`config.mk`:
```
export PLATFORM = sky130hd
export DESIGN_NAME = uart_tx_fifo
export DESIGN_NICKNAME = d
export VERILOG_FILES = /design/src/rtl/uart_tx_fifo.sv
export SDC_FILE = /design/constraint.sdc
export NUM_CORES = 1
export LEC_CHECK = 0
export CAP_MARGIN = 40
export CELL_PAD_IN_SITES_DETAIL_PLACEMENT = 0
export CELL_PAD_IN_SITES_GLOBAL_PLACEMENT = 1
export CORE_ASPECT_RATIO = 1.1
export CORE_MARGIN = 5
export CORE_UTILIZATION = 45
export DETAILED_ROUTE_END_ITERATION = 16
export DONT_BUFFER_PORTS = 1
export PLACE_DENSITY = 0.78
export RECOVER_POWER = 100
export SKIP_LAST_GASP = 1
export SYNTH_ARGS = -nofsm -noshare
export SYNTH_HDL_FRONTEND = slang
export SYNTH_SLANG_ARGS = --single-unit
```
`constraint.sdc`:
```
create_clock -name clk_100MHz -period 6.07 [get_ports clk_100MHz]
set_clock_uncertainty 0.15 [all_clocks]
set_input_delay 0.607 -clock clk_100MHz [delete_from_list [all_inputs] [get_ports clk_100MHz]]
set_output_delay 0.607 -clock clk_100MHz [all_outputs]
set_load 0.01 [all_outputs]
```
`src/rtl/uart_tx_fifo.sv`:
```
// Transmit byte queue feeding uart_transmitter.
// Pops one byte per frame and holds it until tx_done.
module uart_tx_fifo #(
  parameter int DBITS     = 8,
  parameter int ADDR_BITS = 2
) (
  input  logic                 clk_100MHz,
  input  logic                 reset,
  input  logic                 wr_en,
  input  logic [DBITS-1:0]     wr_data,
  input  logic                 tx_done,
  output logic                 tx_start,
  output logic [DBITS-1:0]     tx_data,
  output logic                 full,
  output logic                 empty,
  output logic [ADDR_BITS:0]   count,
  output logic                 busy,
  output logic                 overflow
);

  localparam int DEPTH = 2 ** ADDR_BITS;

  typedef enum logic [1:0] {
    IDLE   = 2'd0,
    LAUNCH = 2'd1,
    WAIT   = 2'd2
  } state_t;

  state_t               state;
  logic [DBITS-1:0]     mem [DEPTH];
  logic [ADDR_BITS-1:0] wr_ptr;
  logic [ADDR_BITS-1:0] rd_ptr;
  logic                 wr_ok;
  logic                 pop;

  assign full     = (count == (ADDR_BITS+1)'(DEPTH));
  assign empty    = (count == '0);
  assign busy     = (state != IDLE);
  assign tx_start = (state == LAUNCH);

  // full is judged pre-edge, so a write racing a pop from full is dropped
  assign wr_ok = wr_en && !full;
  assign pop   = (state == IDLE) && !empty;

  // storage survives reset; only pointers and count are cleared
  always_ff @(posedge clk_100MHz) begin
    if (wr_ok) begin
      mem[wr_ptr] <= wr_data;
    end
  end

  always_ff @(posedge clk_100MHz or negedge reset) begin
    if (!reset) begin
      wr_ptr   <= '0;
      rd_ptr   <= '0;
      count    <= '0;
      overflow <= 1'b0;
      tx_data  <= '0;
      state    <= IDLE;
    end else begin
      if (wr_ok) begin
        wr_ptr <= wr_ptr + ADDR_BITS'(1);
      end
      if (wr_en && full) begin
        overflow <= 1'b1;
      end
      unique case ({wr_ok, pop})
        2'b10:   count <= count + (ADDR_BITS+1)'(1);
        2'b01:   count <= count - (ADDR_BITS+1)'(1);
        default: count <= count;
      endcase
      unique case (state)
        IDLE: begin
          if (pop) begin
            tx_data <= mem[rd_ptr];
            rd_ptr  <= rd_ptr + ADDR_BITS'(1);
            state   <= LAUNCH;
          end
        end
        LAUNCH: state <= WAIT;
        WAIT: begin
          if (tx_done) begin
            state <= IDLE;
          end
        end
        default: state <= IDLE;
      endcase
    end
  end

endmodule
```
==> out/metrics.csv <==
stage;metric;value;unit
placed_design;placed wire-length estimate;2.227;mm
timing;Final Hold Viols;0;
critical_path;crit end category;register;
grt;first-pass GRT wire length;5.092;mm
yosys;Synth Instances;105;
detailed_routing;drt pass-1 iters;4;
floorplan;Die Wd;73.58;microns
placed_design;routability congestion estimate from global placement;0.7293;
critical_path;CP Data Required Time;6.15;ns
floorplan;Die ar.;5881;sq um
run;max-capacitance violation count;1;
detailed_routing;wire length per cell;18.69;microns
critical_path;Critical Path Fanout Max;10;
clock_tree;CTS clk-pin slew, worst paths;0.09;ns
status;status;complete, but fails checks;
pwr;Clock Power Share;0.198;
yosys;most common cell in the synthesized netlist;edfxtp_1;
yosys;Post-Syn Nets;123;
final_layout;# fillers;346;
timing;Fmax;0.3007;GHz
critical_path;crit path cell chain;nor3_1 > nor3_1 > ha_1 > inv_1 > fa_1 > xor2_1 > nor2_1 > xor2_1;
yosys;top cell type's share of synthesized area;0.4803;
pwr;Net Sw Frac;0.3155;
yosys;Syn Std Cell Area;2001;sq um
critical_path;CP delay by family, top;simple AND/OR/NAND/NOR gates;
detailed_routing;Total Routed Length;3.122;mm
floorplan;I/O pin total;28;
yosys;Synth area leaders;edfxtp_1, dfrtp_1, mux4_2;
final_layout;ANT cells;0;
timing;Final period util;0.5478;
pwr;Leakage Power;0.7847;nW
pwr;NetSw;0.3558;mW
grt;total grt overflow;0;
final_layout;layout cells sized above 1;0.2035;
floorplan;Initial Utilization;0.4635;
placed_design;Port Buf Inserts;0;
critical_path;Worst Path Class, Setup;reg2reg;
floorplan;Die Y;79.93;microns
timing;minimum clock period;3.325;ns
timing;Max-Slew Margin vs Limit;-0.07237;
pwr;VDD IR-drop max;279.0;uV
status;violated checks;capacitance limit, slew limit;
pwr;power per cell area;525.0;nW/um^2
clock_tree;Clk Latency, worst-skew pair;0.30;ns
critical_path;Crit. path cell count;8;
critical_path;Buf/Inv on CP;1;
final_layout;synthesis-to-finish area growth;7.380;%
pwr;Combinational Power Share;0.281;
timing;Tightest Pin Transition;1.596;ns
grt;antenna violations before repair;0;
yosys;EDFF count, synth;32;
timing;Final setup viols;0;
yosys;flops & latches, synth;50;
clock_tree;CTS Root Cell;clkbuf_8;
pwr;power share of the sequential group;0.521;
detailed_routing;vias after detailed routing;875;
detailed_routing;post-route ant nets;0;
yosys;largest area contributor in the netlist;edfxtp_1;
detailed_routing;vias per cell;5.240;
yosys;asr flop ratio synth;0.3600;
detailed_routing;drt drc;0;
critical_path;Arr. time, crit path;3.41;ns
clock_tree;clock sinks;50;
yosys;synth cell count leaders;edfxtp_1, dfrtp_1, mux2_2;
clock_tree;TritonCTS clock tree;yes;
clock_tree;clock buffer depth;2;
final_layout;nets;130;
critical_path;Slowest Stage Delay on Critical Path;1.23;ns
timing;setup tns final;0;ns
critical_path;Worst setup SP type;register;
grt;GRT Util Overall;0.1257;
critical_path;slowest stage cell, crit path;nor3_1;
grt;largest net degree at the start of global routing;19;
clock_tree;CTS H-tree lvls;2;
timing;RSZ-0062 raised after global routing;no;
yosys;YS warnings;0;
critical_path;cell count of the worst reg-to-reg path;8;
yosys;sequential area share after synthesis;0.7054;
yosys;Yosys cell types;23;
floorplan;core area;4317;sq um
final_layout;Final Util;0.4977;
min_path;Min-Delay Path Class;in2reg;
yosys;synthesized area per cell;19.05;sq um
min_path;Cells on Worst Hold Path;0;
clock_tree;total CTS buffers;5;
grt;vias in the first global route;1003;
floorplan;row cnt;25;
timing;Slew Limit Fails;11;
detailed_routing;Initial DRC Count;27;
yosys;Synth Flop Type;edfxtp_1;
pwr;Pint;0.7721;mW
## layout make-up
class,count,area (sq um),area share
Clock buffer,7,76.32,0.03553
Timing Repair Buffer,2,13.76,0.006407
Multi-Input combinational cell,46,523.0,0.2434
Clock inverter,1,30.03,0.01398
Inverter,7,26.28,0.01223
Tap cell,54,67.56,0.03145
Sequential cell,50,1411,0.6570
## flip-flops by register name (all words and copies together) (netlist names)
signal    flops
wr_ptr        2
rd_ptr        2
tx_data       8
state         2
overflow      1
mem          32
count         3
## cells in the final DEF (no fill, tap or decap)
master         Yosys  layout
a21o_1             1       1
and2_0             0       4
bufinv_16          0       1
clkbuf_1           0       3
clkbuf_8           0       5
dfrtp_1           18      18
dlygate4sd3_1      0       1
edfxtp_1          32      32
fa_1               1       1
ha_1               5       5
inv_1              7       7
mux2_1             0       1
mux2_2             9       8
mux2i_1            1       1
mux4_2             8       8
nand3b_1           1       1
nor2_1             2       2
nor2b_1            2       2
nor3_1             1       3
nor3b_1            1       2
or2_2              1       1
xnor2_1            3       3
xor2_1             3       3
## power by group through the flow
stage	Clock, mW	Combinational [mW]	Sequential, mW
finish	0.223	0.317	0.588
global route	0.248	0.355	0.603
CTS	0.230	0.333	0.599
detailed placement	0	0.328	0.608
global placement	0	0.309	0.599
floorplan	0	0.305	0.552
## logic make-up after synthesis
family,Yosys count,synth area share
XOR/XNOR,6,0.02627
adder cells (fa/ha/maj),6,0.04128
multiplexers,18,0.1457
flip-flops,50,0.7054
AO/OA/AOI/OAI,1,0.003754
buffers and inverters,9,0.02252
AND/OR/NAND/NOR,15,0.05504
## metal layers
layer | global-route usage | up-vias | wire, microns
li1 | - | 398 | -
met1 | 0.1284 | 445 | 1147
met2 | 0.2101 | 27 | 1648
met3 | 0.05919 | 5 | 257
met4 | 0.06522 | 0 | 68
met5 | 0 | - | 0
## final timing paths
path | endpoint | startpoint | slack (ns)
worst max register to register | count[2]$_DFFE_PN0P_ | count[0]$_DFFE_PN0P_ | 2.74
worst max-delay path | count[2]$_DFFE_PN0P_ | count[0]$_DFFE_PN0P_ | 2.74
worst min-delay path | mem[1][1]$_DFFE_PP_ | wr_data[1] | 0.24
max in group asynchronous | count[0]$_DFFE_PN0P_ | reset | 4.29
min in group asynchronous | tx_data[2]$_DFFE_PN0P_ | reset | 0.38
worst min register to register | state[0]$_DFFE_PN0P_ | state[0]$_DFFE_PN0P_ | 0.36
## through the flow
| step | instances | hold WS [ns] | setup WS [ns] | total power, mW | instance area, sq um |
|---|---|---|---|---|---|
| final | 167 | 0.2449 | 2.745 | 1.128 | 2148 |
| after CTS | 166 | 0.2336 | 3.551 | 1.163 | 2166 |
| after global routing | 167 | 0.2201 | 2.466 | 1.206 | 2148 |
| after detailed placement | 157 | 0.1619 | 3.557 | 0.9357 | 2049 |
| after global placement | 157 | 0.1620 | 3.661 | 0.9078 | 2049 |
| after floorplan | 105 | 0.1614 | 3.865 | 0.8576 | 2001 |
## what timing repair did
item,4_1_cts,5_1_grt
hold endpoints to repair,18,0
gates resized for setup,0,0
buffers inserted,0,0
hold buffers,1,0
Note: power is estimated with default switching activity, not from simulation.
